$ cat src/rtl/cpu_run_ctrl_if.sv
// ---------------------------------------------------------------------------
// cpu_run_ctrl_if: button/breakpoint inputs and CPU control outputs of cpu_run_ctrl
// Rev 1.0
// ---------------------------------------------------------------------------
`default_nettype none

interface cpu_run_ctrl_if;
   logic        btn_run;
   logic        btn_step;
   logic        brk_en;
   logic [31:0] brk_addr;
   logic [31:0] pc;
   logic        cpu_ce;
   logic [1:0]  state;
   logic        brk_hit;
   logic [31:0] inst_cnt;

   modport master (
      output btn_run, btn_step, brk_en, brk_addr, pc,
      input  cpu_ce, state, brk_hit, inst_cnt
   );

   modport slave (
      input  btn_run, btn_step, brk_en, brk_addr, pc,
      output cpu_ce, state, brk_hit, inst_cnt
   );
endinterface

`default_nettype wire

$ cat src/rtl/cpu_run_ctrl.sv
// ---------------------------------------------------------------------------
// cpu_run_ctrl: halt / free-run / single-step / PC-breakpoint sequencer for the CPU clock enable
// Rev 1.0
// ---------------------------------------------------------------------------
`default_nettype none

module cpu_run_ctrl #(
   parameter int DB_CYCLES = 1000000,
   parameter int DB_W      = 20
) (
   input  logic          clk,
   input  logic          rstn,
   cpu_run_ctrl_if.slave bus
);

   typedef enum logic [1:0] {
      S_HALT = 2'b00,
      S_RUN  = 2'b01,
      S_STEP = 2'b10,
      S_BRK  = 2'b11
   } state_t;

   localparam logic [DB_W-1:0] DB_LAST = DB_W'(DB_CYCLES - 1);

   logic [1:0] btn_raw;
   logic [1:0] pulse;
   logic       run_p;
   logic       step_p;

   assign btn_raw = {bus.btn_step, bus.btn_run};

   for (genvar i = 0; i < 2; i++) begin : g_btn
      logic            sync1_q;
      logic            sync2_q;
      logic            db_q;
      logic            pulse_q;
      logic [DB_W-1:0] cnt_q;

      always_ff @(posedge clk or negedge rstn) begin
         if (!rstn) begin
            sync1_q <= 1'b0;
            sync2_q <= 1'b0;
            db_q    <= 1'b0;
            pulse_q <= 1'b0;
            cnt_q   <= '0;
         end else begin
            sync1_q <= btn_raw[i];
            sync2_q <= sync1_q;
            pulse_q <= 1'b0;
            if (sync2_q == db_q) begin
               cnt_q <= '0;
            end else if (cnt_q == DB_LAST) begin
               // Pulse is registered alongside the level change, so it marks rising edges only
               db_q    <= sync2_q;
               pulse_q <= sync2_q;
               cnt_q   <= '0;
            end else begin
               cnt_q <= cnt_q + 1'b1;
            end
         end
      end

      assign pulse[i] = pulse_q;
   end

   assign run_p  = pulse[0];
   assign step_p = pulse[1];

   state_t      state_q, state_d;
   logic        skip_q, skip_d;
   logic        brk_hit_q, brk_hit_d;
   logic [31:0] inst_cnt_q;
   logic        brk_m;
   logic        cpu_ce;

   assign brk_m  = bus.brk_en & (bus.pc == bus.brk_addr) & ~skip_q;
   assign cpu_ce = (state_q == S_STEP) |
                   ((state_q == S_RUN) & ~brk_m & ~run_p & ~step_p);

   always_comb begin
      state_d   = state_q;
      skip_d    = skip_q;
      brk_hit_d = brk_hit_q;
      unique case (state_q)
         S_HALT, S_BRK: begin
            if (step_p) begin
               state_d   = S_STEP;
               skip_d    = 1'b0;
               brk_hit_d = 1'b0;
            end else if (run_p) begin
               // skip lets a resume execute the breakpointed instruction once
               state_d   = S_RUN;
               skip_d    = 1'b1;
               brk_hit_d = 1'b0;
            end
         end
         S_RUN: begin
            if (cpu_ce) begin
               skip_d = 1'b0;
            end
            if (step_p || run_p) begin
               state_d = S_HALT;
            end else if (brk_m) begin
               state_d   = S_BRK;
               brk_hit_d = 1'b1;
            end
         end
         S_STEP: begin
            state_d = S_HALT;
            skip_d  = 1'b0;
         end
         default: state_d = S_HALT;
      endcase
   end

   always_ff @(posedge clk or negedge rstn) begin
      if (!rstn) begin
         state_q    <= S_HALT;
         skip_q     <= 1'b0;
         brk_hit_q  <= 1'b0;
         inst_cnt_q <= '0;
      end else begin
         state_q   <= state_d;
         skip_q    <= skip_d;
         brk_hit_q <= brk_hit_d;
         if (cpu_ce) begin
            inst_cnt_q <= inst_cnt_q + 32'd1;
         end
      end
   end

   assign bus.cpu_ce   = cpu_ce;
   assign bus.state    = state_q;
   assign bus.brk_hit  = brk_hit_q;
   assign bus.inst_cnt = inst_cnt_q;

endmodule

`default_nettype wire

$ cat src/flat_wrapper.sv
// flat-port wrapper written by rule: the top's interface ports become plain ports
module cpu_run_ctrl_flat 
#(
   parameter int DB_CYCLES = 1000000,
   parameter int DB_W      = 20
)
  (clk, rstn, bus_btn_run, bus_btn_step, bus_brk_en, bus_brk_addr, bus_pc, bus_cpu_ce, bus_state, bus_brk_hit, bus_inst_cnt);
  cpu_run_ctrl_if bus_i ();
  input  logic clk;
  input  logic rstn;
  input wire logic [$bits(bus_i.btn_run)-1:0] bus_btn_run;
  input wire logic [$bits(bus_i.btn_step)-1:0] bus_btn_step;
  input wire logic [$bits(bus_i.brk_en)-1:0] bus_brk_en;
  input wire logic [$bits(bus_i.brk_addr)-1:0] bus_brk_addr;
  input wire logic [$bits(bus_i.pc)-1:0] bus_pc;
  output wire logic [$bits(bus_i.cpu_ce)-1:0] bus_cpu_ce;
  output wire logic [$bits(bus_i.state)-1:0] bus_state;
  output wire logic [$bits(bus_i.brk_hit)-1:0] bus_brk_hit;
  output wire logic [$bits(bus_i.inst_cnt)-1:0] bus_inst_cnt;
  assign bus_i.btn_run = bus_btn_run;
  assign bus_i.btn_step = bus_btn_step;
  assign bus_i.brk_en = bus_brk_en;
  assign bus_i.brk_addr = bus_brk_addr;
  assign bus_i.pc = bus_pc;
  assign bus_cpu_ce = bus_i.cpu_ce;
  assign bus_state = bus_i.state;
  assign bus_brk_hit = bus_i.brk_hit;
  assign bus_inst_cnt = bus_i.inst_cnt;
  cpu_run_ctrl #(.DB_CYCLES(DB_CYCLES), .DB_W(DB_W)) u_core (.clk(clk), .rstn(rstn), .bus(bus_i));
endmodule
$ cat config.mk
export PLATFORM = sky130hd
export DESIGN_NAME = cpu_run_ctrl_flat
export DESIGN_NICKNAME = d
export VERILOG_FILES = /design/src/rtl/cpu_run_ctrl_if.sv /design/src/rtl/cpu_run_ctrl.sv /design/src/flat_wrapper.sv
export SDC_FILE = /design/constraint.sdc
export NUM_CORES = 1
export LEC_CHECK = 0
export ABC_CLOCK_PERIOD_IN_PS = 2380
export BUFFER_PORTS_ARGS = -buffer_cell sky130_fd_sc_hd__buf_2
export CAP_MARGIN = 5
export CORE_UTILIZATION = 40
export CTS_BUF_LIST = sky130_fd_sc_hd__clkbuf_16
export DETAILED_ROUTE_END_ITERATION = 12
export HOLD_SLACK_MARGIN = 0.05
export SLEW_MARGIN = 40
export SYNTH_ARGS = -nofsm -noshare
export SYNTH_HDL_FRONTEND = slang
export SYNTH_SLANG_ARGS = --single-unit
$ cat constraint.sdc
create_clock -name clk -period 2.38 [get_ports clk]
set_input_delay 0.476 -clock clk [delete_from_list [all_inputs] [get_ports clk]]
set_output_delay 0.476 -clock clk [all_outputs]
set_load 0.03 [all_outputs]
==> summary.md <==
| Metric | Value |
|---|---|
| Slew HR | roughly three fifths |
| Fillers | 930 |
| Critical path's slowest cell | nor4_4 |
| Kind of critical path | primary input to output port |
| Iteration-0 DRC Markers | 146 |
| # IOs | about 110 |
| Mapped Area | 4260 um2 |
| P&R area growth vs syn | 27.0% |
| First-pass GRT wire length | between 15000 and 20000 um |
| Vias in the first global route | 3390 |
| Worst ir drop on vdd | approximately 0.38 mV |
| Routability cong. | roughly 0.78 |
| Cell count of the worst reg-to-reg path | 9 |
| Hold bufs inserted after CTS | 0 |
| CP Data Required Time | about 1.9 ns |
| Post-synthesis sequential area ratio | between 40% and 50% |
| Top post-synthesis cells by area | dfrtp_1 49%, xor2_1 11%, xnor2_1 9.5% |
| Most frequent cells in the layout | 99 x buf_2, 84 x dfrtp_1, 54 x xor2_1 |
| Avg WL per Cell | between 10 and 15 um |
| Drt first pass iters | 4 |
| Mapped Cells | between 400 and 500 |
| Final worst-path cycle share | 96.9% |
| Core area | just over 10000 um2 |
| Site Rows | 37 |
| Max Fclk | 434 MHz |
| Crit path time final | roughly 2.3 ns |
| Setup TNS | 0 ns |
| Clock Tree Root | clkbuf_16 |
| DP HPWL | roughly 6400 um |
| Number of I/O port buffers | 104 |
| Pwr per Cell Area | 595 nW/um2 |
| Share of the synthesized area in the top cell type | between 40% and 50% |
| CTS tree | yes |
| DRC errors left | 0 |
| GRT Util Overall | 17.3% |
| Area leader, netlist | dfrtp_1 |
| CTS H-tree lvls | 3 |
| Pre-CTS setup slack | roughly 0.022 ns |
| Synthesized area per cell | 10.3 um2 |
| RSZ-0062 raised after global routing | yes |
| Via count | 3348 |
| Die height | between 100 and 150 um |
| ANT cells | 0 |
| Worst Path Max Fanout | 2 |
| Initial Utilization | 41.2% |
| Net Count, Synth | between 400 and 500 |
| Max cap viols | 0 |
| Worst Hold Class | primary input to asynchronous set/reset pin |
| Clock latency on the worst-skew pair | 0.33 ns |
| Initial antenna violation count | 0 |
| Most used routing layer | met2 |
| CTS sink cnt | 84 |
| Synth warn | 0 |
| Total Nets Final | 605 |
| Met3 Resource Use GR | ~3% |
| DRT Wirelength | between 8000 and 9000 um |
| # placed instances | 654 |
| WP data arrival | ~1.8 ns |
| Most common cell after layout, fill and taps aside | buf_2 |
| Hold_ws | roughly 0.16 ns |
| Final Skew | ~0.0083 ns |
| Netlist cell types | 37 |
| Pwr Total | about 3.2 mW |
| Die Width | between 100 and 150 um |
| Vias per cell | 4.98 |
| Clk pin slew, worst setup/hold paths | 0.06 ns |
| GR Util met1 | between 20% and 30% |
| CTS Buffer Depth | 2 |
| Grt ovf | 0 |
| Routed Antenna Nets | 0 |
| Final Hold Violating Endpoints | 0 |
| Slew @ Worst Pin | roughly 0.63 ns |
| Final setup violation count | 0 |
| Pins Over Slew Limit | 0 |
| CP Capture Type | output port |
| Status | completed |
| Largest net degree at the start of global routing | 50 |
| Met2 usage | just under 30% |
| Final Non-Filler Cells | 672 |
| Number of synthesized register bits | 84 |
| Worst Setup Slack, final | 0.0735 ns |
| Crit path largest cell delay | about 0.38 ns |
| Startpoint types | primary input |
| Inserted Clock Buffers | 9 |
| Die ar. | 11100 um2 |
| Pleak | 2.44 nW |
| Layout cells sized above 1 | around a quarter |
| Crit-path cells | buf_2 > xor2_1 > nor4_1 > nand3_1 > nor4_4 > o21bai_4 > buf_6 |
[registers in the layout (all words and copies together) (netlist names)]
name / flops
u_core.bus.inst_cnt: 32
u_core.g_btn.cnt_q: 40
u_core.bus.brk_hit: 1
u_core.g_btn.sync1_q: 2
u_core.skip_q: 1
u_core.g_btn.db_q: 2
u_core.g_btn.pulse_q: 2
u_core.bus.state: 2
u_core.g_btn.sync2_q: 2
[kinds of logic after synthesis]
logic type,synth area share [%]
AO/OA/AOI/OAI,1.70
AND/OR/NAND/NOR,24.4
multiplexers,0.881
flip-flops,49.4
buffers and inverters,1.65
adder cells (fa/ha/maj),1.47
XOR/XNOR,20.6
[final timing paths]
check                                         from                   endpoint  slack, ns
max                               bus_brk_addr[17]                 bus_cpu_ce       0.07
min                                           rstn    u_core.bus.inst_cnt[29]       0.16
max reg2reg                    u_core.bus.state[1]    u_core.bus.inst_cnt[26]       0.22
min reg2reg                u_core.g_btn[0].sync1_q    u_core.g_btn[0].sync2_q       0.36
max in group asynchronous                     rstn  u_core.g_btn[1].cnt_q[12]       1.58
min in group clk                      bus_btn_step    u_core.g_btn[1].sync1_q       0.25
[synthesized netlist by cell type]
| cell type | number |
|---|---|
| or2_2 | 1 |
| o21ai_0 | 6 |
| nor4_1 | 9 |
| buf_6 | 1 |
| nor3b_1 | 7 |
| nor2b_1 | 2 |
| and2_1 | 2 |
| a21oi_1 | 3 |
| nor4b_4 | 1 |
| a211oi_1 | 1 |
| nor4b_2 | 1 |
| or3_1 | 2 |
| mux2_2 | 2 |
| clkbuf_1 | 4 |
| o21bai_2 | 1 |
| ha_1 | 5 |
| nor3_1 | 9 |
| nand2_1 | 23 |
| nand3b_1 | 3 |
| xor2_1 | 54 |
| nand4_1 | 14 |
| mux2_4 | 1 |
| and4_1 | 3 |
| buf_2 | 2 |
| o32ai_1 | 1 |
| nor2_1 | 51 |
| nand2b_1 | 1 |
| nand4b_1 | 1 |
| inv_1 | 9 |
| dfrtp_1 | 84 |
| nand3_1 | 41 |
| nor4_2 | 1 |
| xnor2_1 | 46 |
| and3b_1 | 1 |
| nor3_2 | 1 |
| nor4b_1 | 4 |
| and3_1 | 16 |
[metrics by stage]
stage | util (%) | area, um2
CTS | 51.6 | 5330
detailed placement | 48.2 | 4980
finish | 52.4 | 5410
global route | 52.4 | 5410
global placement | 48.2 | 4980
floorplan | - | 4260
[layer usage]
metal	share of wire, %	vias to the layer above
met4	1.6	0
li1	-	1652
met1	45	1588
met5	0	-
met2	48	97
met3	5.2	11
[power breakdown]
| group | internal [mW] | switching, mW |
|---|---|---|
| sequential | 1.44 | 0.0100 |
| clock | 1.02 | 0.564 |
| combinational | 0.0873 | 0.0940 |
| total | 2.55 | 0.668 |
[repair_timing]
item | CTS | global route
buffers inserted | 1 | 1
gates resized for setup | 1 | 12
setup endpoints to repair | 1 | 7
pin swaps | 1 | 10
endpoints found under the hold margin | 0 | 0
[cell type report]
| type | instances | area [um2] | share of cell area [%] |
|---|---|---|---|
| Clock inverter | 7 | 115 | 2.13 |
| Sequential cell | 84 | 2100 | 38.9 |
| Inverter | 9 | 33.8 | 0.625 |
| Timing Repair Buffer | 113 | 628 | 11.6 |
| Tap cell | 136 | 170 | 3.15 |
| Multi-Input combinational cell | 314 | 2130 | 39.4 |
| Clock buffer | 9 | 225 | 4.16 |
[worst max-delay path: cells and delay by family]
family,cells,cell delay (ns)
buf+inv,2,0.26
compound gates,1,0.10
simple gates,3,0.85
xor+xnor,1,0.14
(Power assumes the default switching activity.)
